`src/rtl/light_column_array_pkg.sv`:
```
// ============================================================================
// Module      : light_column_array_pkg
// Description : Shared defaults and index helpers for the arrow-light grid.
// Revision    : 1.0 - initial release
// ============================================================================
`default_nettype none

package light_column_array_pkg;

    localparam int DEF_NUM_COLS = 4;
    localparam int DEF_NUM_ROWS = 8;
    localparam int DEF_CNT_W    = 8;

    // The bottom row of a column is where key presses are judged.
    function automatic int hit_row(input int num_rows);
        return num_rows - 1;
    endfunction

    function automatic int light_idx(input int row, input int col, input int num_cols);
        return row * num_cols + col;
    endfunction

endpackage

`default_nettype wire

```
`src/rtl/light_column.sv`:
```
// ============================================================================
// Module      : light_column
// Description : One falling-light column: shift chain, key edge detect and
//               registered hit/miss judging on the bottom row.
// Revision    : 1.0 - initial release
// ============================================================================
`default_nettype none

module light_column
    import light_column_array_pkg::*;
#(
    parameter int NUM_ROWS = DEF_NUM_ROWS
) (
    input  logic                clk,
    input  logic                rst,
    input  logic                step,
    input  logic                spawn,
    input  logic                key,
    input  logic                clear,
    output logic [NUM_ROWS-1:0] lights,
    output logic                hit,
    output logic                miss,
    output logic                judge
);

    localparam int BOT = hit_row(NUM_ROWS);

    logic key_q;
    logic press;

    assign press = key & ~key_q;
    // Combinational judge feeds the score adder in the same cycle.
    assign judge = press & lights[BOT];

    always_ff @(posedge clk or posedge rst) begin
        if (rst) begin
            lights <= '0;
            key_q  <= 1'b0;
            hit    <= 1'b0;
            miss   <= 1'b0;
        end else begin
            key_q <= key;
            if (clear) begin
                lights <= '0;
                hit    <= 1'b0;
                miss   <= 1'b0;
            end else if (step) begin
                lights <= {lights[NUM_ROWS-2:0], spawn};
                hit    <= judge;
                miss   <= lights[BOT] & ~judge;
            end else begin
                // A hit light is consumed so it can neither be hit again nor miss.
                if (judge) begin
                    lights[BOT] <= 1'b0;
                end
                hit  <= judge;
                miss <= 1'b0;
            end
        end
    end

endmodule

`default_nettype wire

```
`src/rtl/light_column_array.sv`:
```
// ============================================================================
// Module      : light_column_array
// Description : NUM_COLS x NUM_ROWS falling-arrow grid with hit judging and a
//               saturating hit score.
// Revision    : 1.0 - initial release
// ============================================================================
`default_nettype none

module light_column_array
    import light_column_array_pkg::*;
#(
    parameter int NUM_COLS = DEF_NUM_COLS,
    parameter int NUM_ROWS = DEF_NUM_ROWS,
    parameter int CNT_W    = DEF_CNT_W
) (
    input  logic                         CLOCK,
    input  logic                         RESET,
    input  logic                         STEP,
    input  logic [NUM_COLS-1:0]          SPAWN,
    input  logic [NUM_COLS-1:0]          KEY,
    input  logic                         CLEAR,
    output logic [NUM_ROWS*NUM_COLS-1:0] LIGHTS,
    output logic [NUM_COLS-1:0]          HIT,
    output logic [NUM_COLS-1:0]          MISS,
    output logic [CNT_W-1:0]             SCORE
);

    localparam int              PC_W      = $clog2(NUM_COLS + 1);
    localparam int              SUM_W     = CNT_W + PC_W;
    localparam logic [CNT_W-1:0] SCORE_MAX = '1;

    logic [NUM_COLS-1:0] judge;
    logic [NUM_ROWS-1:0] col_lights [NUM_COLS];
    logic [PC_W-1:0]     hit_cnt;
    logic [SUM_W-1:0]    score_sum;
    logic [CNT_W-1:0]    score_next;

    generate
        for (genvar c = 0; c < NUM_COLS; c++) begin : g_col
            light_column #(
                .NUM_ROWS (NUM_ROWS)
            ) u_col (
                .clk    (CLOCK),
                .rst    (RESET),
                .step   (STEP),
                .spawn  (SPAWN[c]),
                .key    (KEY[c]),
                .clear  (CLEAR),
                .lights (col_lights[c]),
                .hit    (HIT[c]),
                .miss   (MISS[c]),
                .judge  (judge[c])
            );
            for (genvar r = 0; r < NUM_ROWS; r++) begin : g_row
                assign LIGHTS[light_idx(r, c, NUM_COLS)] = col_lights[c][r];
            end
        end
    endgenerate

    always_comb begin
        hit_cnt = '0;
        for (int c = 0; c < NUM_COLS; c++) begin
            hit_cnt = hit_cnt + PC_W'(judge[c]);
        end
        score_sum = SUM_W'(SCORE) + SUM_W'(hit_cnt);
        if (score_sum > SUM_W'(SCORE_MAX)) begin
            score_next = SCORE_MAX;
        end else begin
            score_next = score_sum[CNT_W-1:0];
        end
    end

    always_ff @(posedge CLOCK or posedge RESET) begin
        if (RESET) begin
            SCORE <= '0;
        end else if (CLEAR) begin
            SCORE <= '0;
        end else begin
            SCORE <= score_next;
        end
    end

endmodule

`default_nettype wire

```
`config.mk`:
```
export PLATFORM = sky130hd
export DESIGN_NAME = light_column_array
export DESIGN_NICKNAME = d
export VERILOG_FILES = /design/src/rtl/light_column_array_pkg.sv /design/src/rtl/light_column.sv /design/src/rtl/light_column_array.sv
export SDC_FILE = /design/constraint.sdc
export NUM_CORES = 1
export LEC_CHECK = 0
export BUFFER_PORTS_ARGS = -buffer_cell sky130_fd_sc_hd__buf_2
export CAP_MARGIN = 20
export CORE_UTILIZATION = 37
export CTS_CLUSTER_SIZE = 10
export DETAILED_ROUTE_END_ITERATION = 12
export GPL_ROUTABILITY_DRIVEN = 1
export PLACE_DENSITY_LB_ADDON = 0.05
export SLEW_MARGIN = 10
export SYNTH_ARGS = -nofsm -noshare
export SYNTH_HDL_FRONTEND = slang
export SYNTH_HIERARCHICAL = 1
export SYNTH_SLANG_ARGS = --single-unit
```
`constraint.sdc`:
```
create_clock -name CLOCK -period 6.95 [get_ports CLOCK]
set_input_delay 0.695 -clock CLOCK [delete_from_list [all_inputs] [get_ports CLOCK]]
set_output_delay 0.695 -clock CLOCK [all_outputs]
set_load 0.005 [all_outputs]
```
# Word level (Yosys, flattened, before mapping)
# Cells that the tools add are included.
# word_totals
out_inout_bits	48
ff_bits	52
wordCells	81
in_bits	12
# classes
n_lt_le_gt_ge	1
n_reduce_logical	5
add_sub_neg	4
n_bitwise	20
n_mux	30
# ops
op	count
two-way mux 8 bit	6
two-way mux 7 bit	4
two-way mux 1 bit	20
AND 1 bit	12
nonzero test 3 bit	4
adder 8 x 3 -> 9 bit	1
greater-than comparator 9 x 8 -> 1 bit (second input constant)	1
NOT 1 bit	8
adder 2 x 1 -> 3 bit	1
adder 3 x 1 -> 3 bit	1
adder 1 x 1 -> 2 bit	1
nonzero test 2 bit	1

# Longest topological paths before layout
# Gate-level depths: netlist (run 1).
# logic_depth
ltp_word	10
mapped_depth	11
mapped_depth_nobuf	11

# By module
# Netlist (run 1), hierarchy kept.
# by_module_without_submodules
module	area_each_um2	cells_per_inst	seq_area_each_um2	n_inst
light_column	466.7	36	275.3	4
light_column_array	471.7	43	200.2	1

# Least setup slack after synthesis (run 1)
# No wires, ideal clock.
# synth_path
path_type	input to register
start	input KEY[0]
end	register SCORE[6]
setup_time_ps	132
arrival_time_ps	2471
required_ps	6818
path_slack_ps	4347
path_stages	10
n_path_buf	0
cell_sequence	nand2b_4 nor2_1 fa_1 inv_1 fa_1 inv_1 fa_1 and4_4 and4b_1 nor3_1
# synth_between
elab_chain_len	9
# synth_lines
item	line_no	text
start: declaration	light_column_array.sv:20	input logic [NUM_COLS-1:0] KEY,
AND 1 bit *	light_column.sv:31	assign press = key & ~key_q;
AND 1 bit *	light_column.sv:33	assign judge = press & lights[BOT];
named net judge[0]	light_column_array.sv:32	logic [NUM_COLS-1:0] judge;
adder 1 x 1 -> 2 bit *	light_column_array.sv:63	hit_cnt = hit_cnt + PC_W'(judge[c]);
adder 2 x 1 -> 3 bit *	light_column_array.sv:63	
adder 3 x 1 -> 3 bit *	light_column_array.sv:63	
adder 8 x 3 -> 9 bit *	light_column_array.sv:65	score_sum = SUM_W'(SCORE) + SUM_W'(hit_cnt);
greater-than comparator 9 x 8 -> 1 bit	light_column_array.sv:66	if (score_sum > SUM_W'(SCORE_MAX)) begin
two-way mux 8 bit *	light_column_array.sv:66	
two-way mux 8 bit *	light_column_array.sv:76	end else if (CLEAR) begin
end signal: assignment	light_column_array.sv:79	SCORE <= score_next;
end: declaration	light_column_array.sv:25	output logic [CNT_W-1:0] SCORE
# Mark *: on every way through the listed nets, which the timed path passes. The rest lies on a longest branch.
# A chain may end at the register's enable or synchronous reset.

# Worst setup path in the final report (run 1)
# layout_path
start	input KEY[0]
end	register SCORE[0]
# Same word-level chain as after synthesis.

==> results_dict.tcl, run 1 <==
set metrics [dict create \
    via_count 1517 \
    area_delta_synth_final_pct 18.0 \
    gp_congestion 0.693 \
    fin_tns_setup_ps 0 \
    synth_top_cell_by_area "dfrtp_1" \
    start_util_pct 38.8 \
    die_h_um 81.5 \
    grt_setup_unrepaired "no" \
    ys_ff_latch 52 \
    ctsResizeCount 0 \
    setup_violations 0 \
    synthSimpleGateAreaFrac_pct 17.5 \
    core_um2 6030 \
    yosys_warnings 6 \
    synthXorXnorAreaFrac_pct 1.12 \
    cts-root-buf "clkbuf_8" \
    core.rowCount 28 \
    io_buffer_count 59 \
    holdBufCountCts 0 \
    synth.avg_cell_area_um2 12.5 \
    cp.required_ps 7160 \
    hold_viol 0 \
    ir_drop_uv 89.5 \
    ys_seq_area_share_pct 55.6 \
    fin_nets 260 \
    firstDrtPassIters 4 \
    synth_ff_type "dfrtp_1" \
    hold_path_class "input port to asynchronous set/reset pin" \
    drt_iter0_markers 68 \
    synth_top_family_by_area "simple AND/OR/NAND/NOR gates" \
    routed_wirelength_mm 4.33 \
    drive_gt1_share_pct 33.9 \
    vias_per_cell 4.74 \
    fmax_ghz 0.390 \
    cp_max_fo 5 \
    grt_max_degree 49 \
    relSlewSlack_pct 31.1 \
    start_kind "input port" \
    r2r_end "SCORE[0]" \
    fin_cells 320 \
    clockBufferDepth 2 \
    crit_type "input port to register" \
    dpl_cell_area_um2 2630 \
    cts_sinks 52 \
    track_usage_pct 14.0 \
    fill_cells 583 \
    cts_made_buffers 5 \
    wl_per_cell_um 13.5 \
    synth_edf_count 0 \
    synthMuxAreaShare_pct 12.0 \
    cts_tree "yes" \
    clk_latency_ps 300 \
    design.die.area_um2 6640 \
    path_clk_slew_ps 90 \
    grt_pass1_wl_mm 6.96 \
    r2r-start "g_col[0].u_col/lights[7]" \
    die_w_um 81.5 \
    ys_async_sr_fraction_pct 100 \
    rr_worst_depth 10 \
    critPathLaunch "KEY[0]" \
    ant_nets 0 \
    io_pins 60 \
    post-cts-setup-buffer-count 0 \
    hpwl_mm 2.88 \
    static-leakage-power_uw 0.00155 \
    grt_overflow 0 \
    synth_compound_area_share_pct 4.33 \
    syn-num-nets 203 \
    ff2ff_setup_slack_ps 4440 \
    worstPathArrival_ps 2780 \
    synth_fa_ha_area_share_pct 3.10 \
    htree_num_levels 2 \
    ys_types 26 \
    status "finished, final reports clean" \
    syn_area_um2 2340 \
    end_kind "register" \
    synthCells 187 \
    finalCriticalPeriod_ps 2570 \
    design_area_um2 2760 \
    antenna_found_initial 0 \
    placed_cells 312 \
    maxCapViolCount 0 \
    grt_pass1_vias 1432 \
    crit_path_end "SCORE[0]" \
    diodes 0 \
    synth_top_area_share_pct 55.6 \
    clock-skew-final_ps 4.74 \
    power_density_nw_per_um2 206 \
    drv_slew 0 \
    fin_crit_sh_pct 36.9 \
    worst_pin_slew_ps 1030 \
    synth.area.top_cells "dfrtp_1 56%, mux2i_1 12%, nor2_1 5.5%" \
    drc_errors 0 \
]
where the power goes:
| part | leakage [uW] | switching (uW) | internal (uW) |
|---|---|---|---|
| clock network | 0.0000645 | 97.2 | 127 |
| logic | 0.000770 | 21.8 | 13.0 |
| registers | 0.000713 | 2.38 | 306 |
how the worst min path moves through the flow:
stage | slack, ps | startpoint | end | cells past startpoint
after floorplan | 510 | RESET | SCORE[0] | 1
after global placement | 530 | g_col[0].u_col/lights[3] | g_col[0].u_col/lights[3] | 2
after detailed placement | 530 | g_col[2].u_col/lights[4] | g_col[2].u_col/lights[5] | 2
after CTS | 390 | RESET | SCORE[1] | 2
after global routing | 410 | RESET | SCORE[0] | 2
final | 390 | RESET | SCORE[0] | 2
cell type report:
cell class                      instances  area [um^2]  share of cell area (%)
Multi-Input combinational cell        112          891                    32.3
Tap cell                               75         93.8                    3.40
Inverter                               14         52.6                    1.90
Clock inverter                          1         30.0                    1.09
Timing Repair Buffer                   59          295                    10.7
Sequential cell                        52         1300                    47.1
Clock buffer                            7         96.3                    3.49
flip-flops by register name (all words and copies together) (netlist names):
signal	flops
g_col.u_col/miss	4
SCORE	8
g_col.u_col/lights	32
g_col.u_col/key_q	4
g_col.u_col/hit	4
kinds of logic (layout without fill, tap and decap cells):
family          after synthesis  in the layout
fa+ha+maj                     4              4
compound gates               15             15
flops                        52             52
mux                          28             28
xor+xnor                      3              3
buf+inv                      23             81
simple gates                 62             62
layer usage:
metal / vias up / part of all wire, % / wire (um) / GRT usage, %
met1: 741 / 50 / 2180 / 19.9
met2: 38 / 44 / 1920 / 20.7
met4: 0 / 0.88 / 38 / 5.71
met5: - / 0 / 0 / 0
li1: 734 / - / - / -
met3: 4 / 4.5 / 196 / 3.11
Yosys cell counts (2+ instances only):
| cell type | count |
|---|---|
| dfrtp_1 | 52 |
| o21ai_0 | 2 |
| nand3_1 | 2 |
| inv_1 | 14 |
| a21oi_1 | 6 |
| a21oi_2 | 4 |
| nor3_1 | 5 |
| xnor2_1 | 2 |
| fa_1 | 3 |
| mux2i_1 | 28 |
| nand2b_4 | 4 |
| buf_6 | 8 |
| nand2_1 | 4 |
| nor2_1 | 34 |
| and4b_1 | 5 |
| nand3b_4 | 4 |
critical path, cell delays in order:
cell	delay, ps
buf_2	120
nand2b_4	90
nor2_1	60
fa_1	500
inv_1	50
fa_1	400
inv_1	90
fa_1	220
and4_4	260
nand4_4	140
a21oi_1	170
metrics by stage:
stage	setup WS, ps	power, uW	util [%]	hold slack [ps]
2_1_floorplan	4350	342	-	511
3_3_place_gp	4090	351	43.7	527
3_5_place_dp	4070	351	43.7	535
4_1_cts	4380	577	45.8	391
5_1_grt	4250	592	45.8	409
6_report	4380	568	45.8	390
cells in the final DEF (no fill, tap or decap), drive strengths merged:
cell type  count
and3           1
nand3b         4
a211oi         1
a31oi          1
nand2b         4
mux2i         28
nand4          1
bufinv         1
fa             3
clkbuf         7
a21oi         10
nand3          2
nand2          4
and4           1
xor2           1
o21ai          2
ha             1
nor3           5
nor2b          1
nor2          34
xnor2          2
o2111a         1
buf           59
inv           14
dfrtp         52
and4b          5
(Power assumes the default switching activity.)
==> run 2: changes to the inputs <==
Clock period 6.95 ns to 2.6 ns, I/O delays scaled along.
==> results_dict.tcl, run 2 (synthesized netlist as in run 1, its figures left out) <==
set metrics [dict create \
    status "finished, final reports clean" \
    die_h_um 81.5 \
    cts-root-buf "clkbuf_8" \
    rr_worst_depth 10 \
    grt_max_degree 34 \
    via_count 1526 \
    ir_drop_uv 233 \
    drv_slew 0 \
    drc_errors 0 \
    cts_made_buffers 5 \
    cts_sinks 52 \
    core.rowCount 28 \
    layout_commonest_cell "buf_2" \
    largest_reg_flops 32 \
    cts_tree "yes" \
    switchingPower_uw 312 \
    gp_congestion 0.684 \
    hold_path_class "input port to register" \
    relSlewSlack_pct 55.4 \
    crit_type "register to register" \
    cp_max_fo 5 \
    hold_viol 0 \
    setup_violations 0 \
    p_clk_share_pct 33.5 \
    fin_nets 265 \
    top_register "g_col.u_col/lights" \
    layout_common_cells "59 x buf_2, 52 x dfrtp_1, 34 x nor2_1" \
    grt_pass1_vias 1426 \
    finalCriticalPeriod_ps 2460 \
    wl_per_cell_um 13.3 \
    diodes 0 \
    core_um2 6030 \
    clock-skew-final_ps 2.66 \
    antenna_found_initial 0 \
    p_seq_share_pct 59.5 \
    end_kind "register" \
    hold-worst-slack_ps 111 \
    start_util_pct 38.8 \
    largestRegisters "g_col.u_col/lights (32), SCORE (8)" \
    cp.required_ps 2820 \
    die_w_um 81.5 \
    fin_crit_sh_pct 94.7 \
    firstDrtPassIters 4 \
    grt_overflow 0 \
    hpwl_mm 3.04 \
    grt_setup_unrepaired "no" \
    vias_per_cell 4.70 \
    io_buffer_count 59 \
    design.die.area_um2 6640 \
    fin_tns_setup_ps 0 \
    ant_nets 0 \
    io_pins 60 \
    clk_latency_ps 300 \
    comb_power_share_pct 7.0 \
    static-leakage-power_uw 0.00155 \
    track_usage_pct 14.3 \
    drt_iter0_markers 34 \
    hold_depth 1 \
    worstPathArrival_ps 2680 \
    maxCapViolCount 0 \
    power_density_nw_per_um2 499 \
    p_int_uw 1070 \
    htree_num_levels 2 \
    path_clk_slew_ps 90 \
    grt_pass1_wl_mm 7.04 \
    start_kind "register" \
    clockBufferDepth 2 \
    swShare_pct 22.5 \
    worst_pin_slew_ps 668 \
    area_delta_synth_final_pct 18.7 \
    drive_gt1_share_pct 35.2 \
    fmax_ghz 0.406 \
    routed_wirelength_mm 4.31 \
]
run 2: stage by stage:
stage / instances / instance area (um^2) / setup WS (ps) / util, % / total power [uW]
2_1_floorplan: 187 / 2340 / 263 / - / 913
3_3_place_gp: 316 / 2660 / 152 / 44.2 / 940
3_5_place_dp: 316 / 2660 / 119 / 44.2 / 940
4_1_cts: 325 / 2760 / 110 / 45.9 / 1410
5_1_grt: 325 / 2780 / 1.84 / 46.1 / 1450
6_report: 325 / 2780 / 138 / 46.1 / 1390
run 2: final timing paths:
kind	startpoint	endpoint	slack (ps)
setup / recovery	g_col[2].u_col/lights[7]	SCORE[1]	140
setup reg to reg	g_col[2].u_col/lights[7]	SCORE[1]	140
max in group asynchronous	RESET	g_col[1].u_col/lights[2]	1750
hold reg to reg	g_col[1].u_col/key_q	g_col[1].u_col/hit	540
min in group asynchronous	RESET	SCORE[3]	510
hold / removal	KEY[0]	g_col[0].u_col/key_q	110
run 2: what timing repair did:
| action | in CTS | in global routing |
|---|---|---|
| endpoints found under the setup margin | 0 | 7 |
| setup buffers | 0 | 0 |
| gates resized for setup | 0 | 3 |
| endpoints found under the hold margin | 20 | 0 |
| hold buffers | 1 | 0 |
run 2: cell type report:
class | instances | area (um^2)
Clock buffer | 8 | 90.1
Fill cell | 613 | 3250
Inverter | 14 | 52.6
Multi-Input combinational cell | 112 | 902
Sequential cell | 52 | 1300
Tap cell | 75 | 93.8
Timing Repair Buffer | 64 | 335
run 2: power by group through the flow:
stage | Combinational (uW) | Clock (uW) | Sequential [uW]
2_1_floorplan | 72.3 | 0 | 841
3_3_place_gp | 99.3 | 0 | 841
3_5_place_dp | 99.5 | 0 | 841
4_1_cts | 101 | 489 | 825
5_1_grt | 109 | 514 | 826
6_report | 96.8 | 465 | 824
run 2: metal layers:
metal	global-route usage [%]	up-vias	share of wire [%]
met5	0	-	0
met4	5.89	0	1.5
met1	20.2	733	50
li1	-	747	-
met3	3.67	8	4.7
met2	20.7	38	44
run 2: worst max-delay path, cell delays in order (launching register included):
cell and delay, ps:
dfrtp_1 430, inv_1 90, nor2_1 70, fa_1 470, inv_1 50, fa_1 400, inv_1 90, fa_2 210
and4_4 250, nand4_4 150, a21oi_1 180
==> run 3: changes to the inputs <==
Settings changed: SYNTH_HIERARCHICAL 1 to default.
==> results_dict.tcl, run 3 <==
set metrics [dict create \
    status "finished, final reports clean" \
    relSlewSlack_pct 56.4 \
    path_clk_slew_ps 100 \
    yosys.cell_count.top_type "dfrtp_1" \
    crit_type "register to register" \
    ys_seq_area_share_pct 57.6 \
    ys_top_cells_by_count "52 x dfrtp_1, 46 x nor2_1, 30 x mux2i_1" \
    hold-worst-slack_ps 85.6 \
    diodes 0 \
    finalCriticalPeriod_ps 2390 \
    synth.area.top_cells "dfrtp_1 58%, mux2i_1 13%, nor2_1 7.6%" \
    core_um2 5890 \
    synth_top_area_share_pct 57.6 \
    fin_nets 268 \
    ys_types 30 \
    gp_congestion 0.728 \
    dp_slack_ps 238 \
    fmax_ghz 0.418 \
    cts_sinks 52 \
    grt_pass1_wl_mm 7.13 \
    ys_ff_latch 52 \
    drv_slew 0 \
    static-leakage-power_uw 0.00148 \
    grt_pass1_vias 1445 \
    grt_max_degree 53 \
    ir_drop_uv 264 \
    end_kind "register" \
    grt_overflow 0 \
    fin_cells 329 \
    clock-skew-final_ps 9.35 \
    use_met3_pct 3.30 \
    fin_tns_setup_ps 0 \
    synth_edf_count 0 \
    largestRegisters "g_col.u_col.lights (32), SCORE (8)" \
    hpwl_mm 2.78 \
    cp.required_ps 2820 \
    via_count 1495 \
    start_kind "register" \
    yosys_warnings 0 \
    fin_crit_sh_pct 92.0 \
    synth.avg_cell_area_um2 11.3 \
    core.rowCount 28 \
    ant_nets 0 \
    clockBufferDepth 2 \
    antenna_found_initial 0 \
    die_h_um 80.1 \
    cts-root-buf "clkbuf_8" \
    syn-num-nets 214 \
    layout_commonest_cell "buf_2" \
    cts_tree "yes" \
    placed_cells 321 \
    io_buffer_count 59 \
    die_w_um 80.1 \
    top_register "g_col.u_col.lights" \
    post-cts-setup-buffer-count 0 \
    holdBufCountCts 0 \
    synth_top_cell_by_area "dfrtp_1" \
    drt_iter0_markers 57 \
    cts_made_buffers 5 \
    syn_area_um2 2260 \
    hold_path_class "input port to register" \
    power_density_nw_per_um2 574 \
    use_met2_pct 23.1 \
    drive_gt1_share_pct 32.3 \
    worst_pin_slew_ps 654 \
    grtUsageMet1_pct 19.5 \
    htree_num_levels 2 \
    routed_wirelength_mm 4.11 \
    start_util_pct 38.4 \
    clk_latency_ps 300 \
    maxCapViolCount 0 \
    wl_per_cell_um 12.5 \
    track_usage_pct 14.7 \
    synth_ff_type "dfrtp_1" \
    hold_viol 0 \
    synthCells 199 \
    drc_errors 0 \
    ys_async_sr_fraction_pct 100 \
    area_delta_synth_final_pct 20.3 \
    cp_max_fo 4 \
    ctsResizeCount 0 \
    largest_reg_flops 32 \
    worstPathArrival_ps 2620 \
    fin_ws_ps 207 \
    grt-busiest-layer "met2" \
    firstDrtPassIters 5 \
    grt_setup_unrepaired "no" \
    io_pins 60 \
    setup_violations 0 \
    design.die.area_um2 6420 \
    vias_per_cell 4.54 \
    layout_common_cells "59 x buf_2, 52 x dfrtp_1, 46 x nor2_1" \
]
run 3: changes by cell type after synthesis, moves of 4 or more:
cell,before,now
nand3b_1,0,4
a21oi_1,6,1
nand3b_4,4,0
o21ai_0,2,8
nor2_1,34,46
buf_6,8,0
nand2b_4,4,0
and4b_1,5,0
inv_1,14,9
o21a_1,0,4
buf_4,0,10
nor3_1,5,1
run 3: cells by family after synthesis:
family	share of synthesized area (%)
compound gates	5.99
fa+ha+maj	2.33
xor+xnor	1.16
flops	57.6
mux	13.3
buf+inv	6.15
simple gates	13.4
run 3: worst max-delay path, cell delays in order (launching register included):
cell	delay [ps]
dfrtp_1	380
nand3b_1	220
xor2_1	190
xnor2_1	150
fa_1	440
inv_1	80
fa_1	210
nand4_2	120
or3_4	380
a21oi_2	140
run 3: final cells by class:
class                      count  area (um^2)
fill                         583         3170
clock inverter                 3         68.8
timing repair buffer          64          333
inverter                       9         33.8
tap                           75         93.8
multi-input combinational    121          817
sequential                    52         1300
clock buffer                   5         68.8
run 3: per-layer routing:
metal | part of all wire, % | vias up
met4 | 1.2 | 0
li1 | - | 751
met2 | 47 | 37
met5 | 0 | -
met3 | 5.0 | 5
met1 | 46 | 702
run 3: power breakdown:
group	leakage [uW]	switching, uW	internal, uW
logic	0.000702	51.4	29.2
registers	0.000713	6.69	818
clock network	0.0000687	265	387
total	0.00148	323	1230
run 3: final timing paths:
check,slack [ps],to,depth (start not counted),startpoint
worst max-delay path,210,SCORE[1],9,g_col[0].u_col.key_q
worst min-delay path,90,g_col[1].u_col.key_q,1,KEY[1]
worst max register to register,210,SCORE[1],9,g_col[0].u_col.key_q
worst min register to register,550,g_col[1].u_col.lights[1],2,g_col[1].u_col.lights[1]
max in group asynchronous,2040,SCORE[0],3,RESET
min in group asynchronous,120,g_col[0].u_col.lights[2],3,RESET
run 3: stage by stage:
| step | cell area [um^2] | total power [uW] | utilization [%] |
|---|---|---|---|
| 5_1_grt | 2720 | 1630 | 46.2 |
| 3_3_place_gp | 2580 | 926 | 43.8 |
| 2_1_floorplan | 2260 | 896 | - |
| 3_5_place_dp | 2580 | 925 | 43.8 |
| 4_1_cts | 2720 | 1590 | 46.2 |
| 6_report | 2720 | 1560 | 46.2 |
